<file path="config.mk">
export PLATFORM = sky130hd
export DESIGN_NAME = dmem_arbiter
export DESIGN_NICKNAME = d
export VERILOG_FILES = /design/src/rtl/dmem_arb_pkg.sv /design/src/rtl/dmem_arb_pick.sv /design/src/rtl/dmem_arbiter.sv
export SDC_FILE = /design/constraint.sdc
export NUM_CORES = 1
export LEC_CHECK = 0
export ABC_AREA = 1
export CORE_MARGIN = 3
export CORE_UTILIZATION = 30
export CTS_CLUSTER_DIAMETER = 50
export CTS_CLUSTER_SIZE = 28
export DETAILED_ROUTE_END_ITERATION = 8
export PLACE_DENSITY = 0.59
export SLEW_MARGIN = 25
export SYNTH_ARGS = -nofsm -noshare
export SYNTH_HDL_FRONTEND = slang
export SYNTH_SLANG_ARGS = --single-unit
export TNS_END_PERCENT = 100
</file>
<file path="constraint.sdc">
create_clock -name clk -period 3.4 [get_ports clk]
set_clock_uncertainty 0.05 [all_clocks]
set_input_delay 0.34 -clock clk [delete_from_list [all_inputs] [get_ports clk]]
set_output_delay 0.34 -clock clk [all_outputs]
set_load 0.03 [all_outputs]
</file>
<file path="src/rtl/dmem_arb_pkg.sv">
// Shared types and constants for the data-memory arbiter.
package dmem_arb_pkg;

  typedef enum logic [1:0] {
    IDLE   = 2'd0,
    ACCESS = 2'd1,
    RESP   = 2'd2
  } state_t;

  localparam logic OWN_CPU = 1'b0;
  localparam logic OWN_DMA = 1'b1;

  localparam int unsigned MEM_LAT_DEFAULT = 1;

endpackage

</file>
<file path="src/rtl/dmem_arb_pick.sv">
// Combinational winner select between the CPU and DMA masters.
// ARB_ROUND_ROBIN_EN: ties go to the master not granted last;
// otherwise the CPU always wins ties.
module dmem_arb_pick
  import dmem_arb_pkg::*;
(
  input  logic cpuReq,
  input  logic dmaReq,
`ifdef ARB_ROUND_ROBIN_EN
  input  logic lastGrant,
`endif
  output logic grantValid,
  output logic grantOwner
);

  // Pick the owner of the next transaction from the pending requests.
  always_comb begin
    grantValid = cpuReq | dmaReq;
    grantOwner = OWN_CPU;
    if (cpuReq && dmaReq) begin
`ifdef ARB_ROUND_ROBIN_EN
      grantOwner = (lastGrant == OWN_DMA) ? OWN_CPU : OWN_DMA;
`else
      grantOwner = OWN_CPU;
`endif
    end else if (dmaReq) begin
      grantOwner = OWN_DMA;
    end
  end

endmodule

</file>
<file path="src/rtl/dmem_arbiter.sv">
// Shares the data-memory port between the CPU MEM stage and the DMA/loader.
// Optional build macro ARB_ROUND_ROBIN_EN enables round-robin tie breaking.
module dmem_arbiter
  import dmem_arb_pkg::*;
#(
  parameter int unsigned ADDR_W  = 32,
  parameter int unsigned DATA_W  = 32,
  parameter int unsigned MEM_LAT = MEM_LAT_DEFAULT
) (
  input  logic              clk,
  input  logic              reset,
  input  logic              cpu_req,
  input  logic              cpu_we,
  input  logic [ADDR_W-1:0] cpu_addr,
  input  logic [DATA_W-1:0] cpu_wdata,
  output logic [DATA_W-1:0] cpu_rdata,
  output logic              cpu_ack,
  output logic              cpu_stall,
  input  logic              dma_req,
  input  logic              dma_we,
  input  logic [ADDR_W-1:0] dma_addr,
  input  logic [DATA_W-1:0] dma_wdata,
  output logic [DATA_W-1:0] dma_rdata,
  output logic              dma_ack,
  output logic              mem_read,
  output logic              mem_write,
  output logic [ADDR_W-1:0] mem_addr,
  output logic [DATA_W-1:0] mem_wdata,
  input  logic [DATA_W-1:0] mem_rdata
);

  localparam int unsigned CNT_W = (MEM_LAT > 1) ? $clog2(MEM_LAT) : 1;

  state_t            state, stateNext;
  logic [CNT_W-1:0]  cnt, cntNext;
  logic              owner, ownerNext;
  logic              latWe, latWeNext;
  logic              memReadNext, memWriteNext;
  logic [ADDR_W-1:0] memAddrNext;
  logic [DATA_W-1:0] memWdataNext;
  logic [DATA_W-1:0] cpuRdataNext, dmaRdataNext;
  logic              cpuAckNext, dmaAckNext;
  logic              grantValid, grantOwner;
  logic              selWe;

`ifdef ARB_ROUND_ROBIN_EN
  logic lastGrant, lastGrantNext;
`endif

  dmem_arb_pick uPick (
    .cpuReq     (cpu_req),
    .dmaReq     (dma_req),
`ifdef ARB_ROUND_ROBIN_EN
    .lastGrant  (lastGrant),
`endif
    .grantValid (grantValid),
    .grantOwner (grantOwner)
  );

  assign cpu_stall = cpu_req & ~cpu_ack;

  // Next-state and next-output logic; the memory port signals are computed
  // one cycle ahead so that every port output comes straight from a flop.
  always_comb begin
    stateNext    = state;
    cntNext      = cnt;
    ownerNext    = owner;
    latWeNext    = latWe;
    memReadNext  = 1'b0;
    memWriteNext = 1'b0;
    memAddrNext  = mem_addr;
    memWdataNext = mem_wdata;
    cpuRdataNext = cpu_rdata;
    dmaRdataNext = dma_rdata;
    cpuAckNext   = 1'b0;
    dmaAckNext   = 1'b0;
    selWe        = (grantOwner == OWN_DMA) ? dma_we : cpu_we;
`ifdef ARB_ROUND_ROBIN_EN
    lastGrantNext = lastGrant;
`endif
    case (state)
      IDLE: begin
        if (grantValid) begin
          ownerNext    = grantOwner;
          latWeNext    = selWe;
          memAddrNext  = (grantOwner == OWN_DMA) ? dma_addr  : cpu_addr;
          memWdataNext = (grantOwner == OWN_DMA) ? dma_wdata : cpu_wdata;
          memReadNext  = ~selWe;
          memWriteNext = selWe;
          cntNext      = CNT_W'(MEM_LAT - 1);
          stateNext    = ACCESS;
`ifdef ARB_ROUND_ROBIN_EN
          lastGrantNext = grantOwner;
`endif
        end
      end
      ACCESS: begin
        if (cnt == '0) begin
          stateNext = RESP;
          if (owner == OWN_DMA) begin
            dmaAckNext = 1'b1;
            if (!latWe) dmaRdataNext = mem_rdata;
          end else begin
            cpuAckNext = 1'b1;
            if (!latWe) cpuRdataNext = mem_rdata;
          end
        end else begin
          // Read strobe stays up for the whole access; write strobe does not.
          cntNext     = cnt - 1'b1;
          memReadNext = ~latWe;
        end
      end
      RESP:    stateNext = IDLE;
      default: stateNext = IDLE;
    endcase
  end

  // FSM state register.
  always_ff @(posedge clk or negedge reset) begin
    if (!reset) begin
      state <= IDLE;
      cnt   <= '0;
      owner <= OWN_CPU;
      latWe <= 1'b0;
    end else begin
      state <= stateNext;
      cnt   <= cntNext;
      owner <= ownerNext;
      latWe <= latWeNext;
    end
  end

  // Registered memory port, read data and acknowledges.
  always_ff @(posedge clk or negedge reset) begin
    if (!reset) begin
      mem_read  <= 1'b0;
      mem_write <= 1'b0;
      mem_addr  <= '0;
      mem_wdata <= '0;
      cpu_rdata <= '0;
      dma_rdata <= '0;
      cpu_ack   <= 1'b0;
      dma_ack   <= 1'b0;
    end else begin
      mem_read  <= memReadNext;
      mem_write <= memWriteNext;
      mem_addr  <= memAddrNext;
      mem_wdata <= memWdataNext;
      cpu_rdata <= cpuRdataNext;
      dma_rdata <= dmaRdataNext;
      cpu_ack   <= cpuAckNext;
      dma_ack   <= dmaAckNext;
    end
  end

`ifdef ARB_ROUND_ROBIN_EN
  // Last-grant memory for round-robin tie breaking; first tie goes to CPU.
  always_ff @(posedge clk or negedge reset) begin
    if (!reset) lastGrant <= OWN_DMA;
    else        lastGrant <= lastGrantNext;
  end
`endif

endmodule

</file>
**After elaboration in Yosys (flattened, before gate mapping)**

Cells that the tools add are included.

- Bitwise logic cells: 7
- Reductions and logical operators: 8
- Equal/unequal tests: 3
- Multiplexer cells: 22
- $add $sub $neg: 1

Operators with widths:

| operator | number |
|---|---|
| two-way mux 32 bit | 2 |
| two-way mux 1 bit | 15 |
| AND reduction 4 bit | 2 |
| AND reduction 2 bit | 3 |
| NOT 1 bit | 5 |
| two-way mux 2 bit | 2 |
| != test 2 bit (second input constant) | 2 |
| one-hot mux 1 bit (2 select lines) | 2 |
| one-hot mux 2 bit (2 select lines) | 1 |
| == test 2 x 1 -> 1 bit (second input constant) | 1 |
| zero test 2 bit | 1 |
| nonzero test 2 bit | 1 |
| bitwise AND 1 bit | 1 |
| logical AND 1 bit | 1 |
| bitwise OR 1 bit | 1 |
| subtractor 1 bit (second input constant) | 1 |

- Bits in registers: 137
- Logic and storage cells: 53
- Output and inout bits: 133

**Longest topological paths before layout**

Gate-level depths: netlist (run 1).

- Depth in word-level cells: 6
- Mapped depth: 8
- Mapped depth without buffers: 6

**Modules after synthesis**

From an unflattened synthesis (run 1), not the netlist that was laid out.

- Cell total of the unflattened synthesis: 796
- Area total of the unflattened synthesis: 6172.2 µm²

By module, submodules not included:

| module | area each (µm²) | seq. area each (µm²) | instances | cells an instance |
|---|---|---|---|---|
| dmem_arbiter | 6157.2 | 3403.3 | 1 | 792 |
| dmem_arb_pick | 15.0 | 0.0 | 1 | 4 |

**Worst setup path before layout (run 1)**

OpenSTA, ideal clock, no wires.

- Path kind: input port to output port
- Start: input cpu_req
- End: output cpu_stall
- Setup slack: 2.033 ns
- Cell stages on the path: 3
- Data arrival time: 0.977 ns
- Required time: 3.010 ns
- Cells stage by stage: inv_2 -> clkbuf_1 -> nor2_1

- Word-level cells in the longest chain between the ends: 1

Ends and longest elaborated chain:

| item | line | text |
|---|---|---|
| start, declared | dmem_arbiter.sv:12 | `input logic cpu_req,` |
| bitwise AND 1 bit | dmem_arbiter.sv:60 | `assign cpu_stall = cpu_req & ~cpu_ack;` |
| end, declared | dmem_arbiter.sv:18 | `output logic cpu_stall,` |

No other way between the ends.

**Worst setup path in the final report (run 1)**

Ends and elaborated chain as after synthesis.

==> metrics.csv, run 1 <==
metric,value,unit
synth_area,6240,um^2
status,"complete, no violations",
cts_sinks,136,
core_area,20400,um^2
die_x,150,um
grt-ovfl-total,0,
cts_buffers,17,
synthCells,801,
finalSetupViolations,0,
rows,52,
critPathMaxFanout,22,
rsz0062_at_grt,no,
slew_headroom,44.0,%
p_seq_share,29.3,%
dr.pass1.iters,4,
critPathMaxStageDelay,680,ps
hold_violations,0,
route.detailed.drc,0,
vias,6229,
crit_start,cpu_req,
ys_seq_area_share,54.6,%
p_leak,4.88,nW
grt_pass1_vias,6014,
syn_avg_cell_area,7.79,um^2
num-nets-final,1237,
regArea,3400,um^2
ir_drop,0.000621,V
grt_use_total,18.9,%
min_period_over_period,65.0,%
io_pins,299,
end_kind,primary output,
p_comb_share,52.8,%
fp.dieArea,22600,um^2
num-fill-cells,2033,
cp_slowest_cell,clkdlybuf4s50_1,
dr.first_iter.drc_count,283,
grt_max_degree,88,
worstMarginPinSlew,840,ps
htreeDepth,4,
timing.final.max_slew_violations,0,
clk_pin_slew_worst_paths,60,ps
wl_per_cell,15.9,um
synth_top_area_share,54.6,%
critical_path_arrival,1820,ps
post-route-min-period,2210,ps
worstRegToRegCells,6,
multi_input_area,2490,um^2
n_antenna_cell,0,
r2r-start,owner,
layout-drive-gt1-share,4.99,%
internal-power,5.37,mW
critical_path.most_common_cell,clkdlybuf4s50_1,
cts_tree,yes,
io_buffer_count,298,
hpwl,14.8,mm
cts_resized,0,
cts_root_buffer,clkbuf_16,
wirelength,21.5,mm
worstPathRequired,3010,ps
clkPwrFrac,17.8,%
fmax,452,MHz
postCtsHoldBufs,1,
netlist.top_cell.by_area,dfrtp_1,
worst_hold_path_type,reg2reg,
hold_ws,417,ps
r2r_slack,1440,ps
p_switching,4.39,mW
initial_core_util,30.6,%
yosys-top-cells-area,"dfrtp_1 55%, nand2_1 27%, nand4_1 6.4%",
cp_cell_sequence,"clkdlybuf4s50_1, inv_2, nor2_1, clkdlybuf4s50_1",
vias_per_cell,4.60,
drv_cap,0,
die_h,150,um
timing.rr.end,cpu_rdata[22],
yosysWarnings,0,
grt_pass1_wl,33.3,mm
synth_cell_types,14,
gp_congestion,0.762,
synth-seq-cells,136,
final_antenna_net_count,0,
power_density,983,nW/um^2
syn_to_final_growth,59.1,%
worstSetupPathType,in2out,
setup_tns,0,ps
crit_end,cpu_stall,
cts.path.max_buffers,2,
antenna_found_initial,0,
cts_setup_buffers,0,
clk_latency,410,ps
syn-num-nets,967,
startpoint_type,primary input,
p_sw_share,45.0,%
-- how the worst min path moves through the flow --
stage / to / startpoint / slack (ps) / cells past startpoint
after global routing: cpu_rdata[19] / cpu_rdata[19] / 440 / 2
after CTS: dma_rdata[21] / dma_rdata[21] / 420 / 2
final: dma_rdata[4] / dma_rdata[4] / 420 / 2
after detailed placement: dma_rdata[6] / dma_rdata[6] / 410 / 2
after floorplan: cpu_ack / reset / -6 / 0
after global placement: cpu_rdata[1] / cpu_rdata[1] / 400 / 2
-- cells by family (layout without fill, tap and decap cells) --
group | after synthesis | count (layout) | share of synthesized area (%)
simple gates | 594 | 594 | 39.7
buf+inv | 70 | 352 | 5.64
compound gates | 1 | 1 | 0.0801
flops | 136 | 136 | 54.6
-- layout by cell type, fill, tap and decap left out, types with 4 or more instances in the layout --
cell / count
clkinv_2: 5
nand2_1: 455
clkbuf_16: 17
nor2_1: 5
nand4_1: 64
inv_2: 4
dfrtp_1: 136
clkdlybuf4s50_1: 296
clkinvlp_4: 4
buf_4: 13
nand3_1: 67
-- cell type report --
cell class	count	area share (%)
clock buffers	19	4.56
clock inverters	12	1.03
inverters	8	0.303
multi-input cells	595	25.1
flip-flops and latches	136	34.3
well taps	270	3.40
repair buffers	313	31.3
-- cell usage after synthesis --
master / count
nand2_1: 456
dfrtp_1: 136
nand3_1: 67
nand4_1: 64
buf_2: 29
clkbuf_1: 16
buf_4: 14
nor2_1: 5
inv_1: 4
inv_2: 4
buf_1: 3
nand2_2: 1
nor2_2: 1
o21ai_0: 1
-- power by group through the flow --
stage	Combinational [mW]	Clock (mW)	Sequential [mW]
2_1_floorplan	1.53	0	4.31
3_3_place_gp	5.21	0	2.86
3_5_place_dp	5.23	0	2.88
4_1_cts	5.24	1.79	2.87
5_1_grt	5.58	1.86	2.96
6_report	5.16	1.74	2.86
-- metrics by stage --
stage          setup WS, ps  cell area, um^2  cells  power (mW)  util, %
2_1_floorplan          2030             6240    801        5.84        -
3_3_place_gp           1040             9360   1321        8.08     46.0
3_5_place_dp            972             9360   1321        8.11     46.0
4_1_cts                1170             9920   1353        9.90     48.7
5_1_grt                1110             9920   1353        10.4     48.7
6_report               1190             9920   1353        9.76     48.7
-- critical path: cells and delay by family --
kind,cells,cell delay [ps]
buffers and inverters,3,1320
AND/OR/NAND/NOR,1,140
-- state kept, by name, indices dropped and copies added (netlist names) --
name,count
cpu_rdata,32
dma_rdata,32
mem_addr,32
mem_wdata,32
state,2
cpu_ack,1
dma_ack,1
latWe,1
mem_read,1
mem_write,1
owner,1
-- per-layer routing --
metal	routed length, um	up-vias	share of wire (%)	track usage, %
li1	-	3103	-	-
met2	9870	254	46	29.6
met4	378	0	1.8	5.81
met3	2090	24	9.7	6.95
met5	0	-	0	0
met1	9160	2848	43	24.3
No activity file was read; power rests on OpenSTA's default activity.
==> run 2, diff against run 1 <==
==> constraint.sdc (replaced) <==
create_clock -name clk -period 2.1 [get_ports clk]
set_clock_uncertainty 0.05 [all_clocks]
set_input_delay 0.21 -clock clk [delete_from_list [all_inputs] [get_ports clk]]
set_output_delay 0.21 -clock clk [all_outputs]
set_load 0.03 [all_outputs]
==> metrics.csv, run 2 (synthesized netlist as in run 1, its figures left out) <==
metric,value,unit
num-fill-cells,2032,
vias_per_cell,4.56,
worstSetupPathType,reg2out,
dp_cells,1330,
multi_input_area,2490,um^2
htreeDepth,4,
rows,52,
power_density,1600,nW/um^2
grt_use_total,18.7,%
hold_violations,0,
wirelength,21.1,mm
layout-drive-gt1-share,5.86,%
rsz0062_at_grt,no,
cts_resized,0,
worstRegToRegCells,6,
clk_pin_slew_worst_paths,70,ps
cts_tree,yes,
end_kind,primary output,
p_leak,4.97,nW
cts_sinks,136,
num-nets-final,1246,
cts_setup_buffers,0,
dr.pass1.iters,4,
startpoint_type,register,
finalSetupViolations,0,
final_common_cell,nand2_1,
cts_buffers,17,
r2r-start,state[1],
crit_start,cpu_ack,
wl_per_cell,15.5,um
slew_headroom,64.7,%
post-route-min-period,1980,ps
ir_drop,0.000672,V
worstMarginPinSlew,529,ps
route.detailed.drc,0,
grt_max_degree,67,
antenna_found_initial,0,
grt-ovfl-total,0,
die_h,150,um
die_x,150,um
crit_end,cpu_stall,
critPathMaxFanout,2,
dr.first_iter.drc_count,291,
syn_to_final_growth,61.9,%
r2r_slack,510,ps
io_pins,299,
clk_latency,410,ps
cts.path.max_buffers,2,
grt_pass1_vias,6074,
status,"complete, no violations",
hpwl,15.1,mm
min_period_over_period,94.4,%
timing.final.max_slew_violations,0,
setup_tns,0,ps
instances_no_fill,1363,
initial_core_util,30.6,%
pre_cts_slack,225,ps
critical_path_arrival,1720,ps
final_cell_mix,"455 x nand2_1, 296 x clkdlybuf4s50_1, 136 x dfrtp_1",
vias,6209,
postCtsHoldBufs,1,
io_buffer_count,298,
final_antenna_net_count,0,
cts_root_buffer,clkbuf_16,
drv_cap,0,
regArea,3400,um^2
worstPathRequired,1840,ps
gp_congestion,0.799,
grt_pass1_wl,33.0,mm
fmax,505,MHz
fp.dieArea,22600,um^2
core_area,20400,um^2
timing.rr.end,dma_rdata[26],
setup_ws,118,ps
n_antenna_cell,0,
worst_hold_path_type,in2reg,
## run 2: cell types whose count changed in the layout (fill, tap and decap cells not counted), sizes merged
| cell | before | now |
|---|---|---|
| clkinv | 7 | 6 |
| inv | 8 | 13 |
| bufinv | 1 | 2 |
| clkinvlp | 4 | 0 |
| buf | 16 | 25 |
## run 2: how the worst min path moves through the flow
| stage | cells past startpoint | start | end |
|---|---|---|---|
| detailed placement | 1 | reset | cpu_rdata[22] |
| finish | 5 | dma_req | mem_wdata[28] |
| floorplan | 0 | reset | cpu_ack |
| global placement | 1 | reset | cpu_rdata[21] |
| CTS | 5 | dma_req | mem_wdata[28] |
| global route | 5 | dma_req | mem_wdata[23] |
## run 2: metrics by stage
stage                     hold WS, ps  cell area [um^2]  util (%)  total power [mW]
after CTS                         216             10100      49.6              16.4
after global placement            165              9480      46.5              13.2
after global routing              251             10100      49.6              17.2
final                             240             10100      49.6              16.2
after detailed placement          159              9480      46.5              13.2
after floorplan                  -136              6240         -              9.46
## run 2: where the power goes
part / total, mW / internal [mW] / switching, mW
sequential: 4.62 / 3.90 / 0.724
clock: 3.07 / 1.85 / 1.22
combinational: 8.47 / 3.20 / 5.26
## run 2: layout make-up
class | count | area share (%)
clock buffer | 19 | 4.49
clock inverter | 13 | 1.57
timing repair buffer | 322 | 31.9
multi-input combinational | 595 | 24.7
inverter | 8 | 0.297
sequential | 136 | 33.7
tap | 270 | 3.35
## run 2: worst max-delay path: stages, from the launching register on
cell and delay, ps:
dfrtp_1 420, nor2_1 130, clkdlybuf4s50_1 760
## run 2: per-layer routing
| layer | vias up | GRT usage [%] | share of wire [%] |
|---|---|---|---|
| li1 | 3118 | - | - |
| met5 | - | 0 | 0 |
| met3 | 20 | 6.62 | 9.7 |
| met4 | 0 | 5.17 | 1.3 |
| met2 | 234 | 30.0 | 47 |
| met1 | 2837 | 24.0 | 42 |
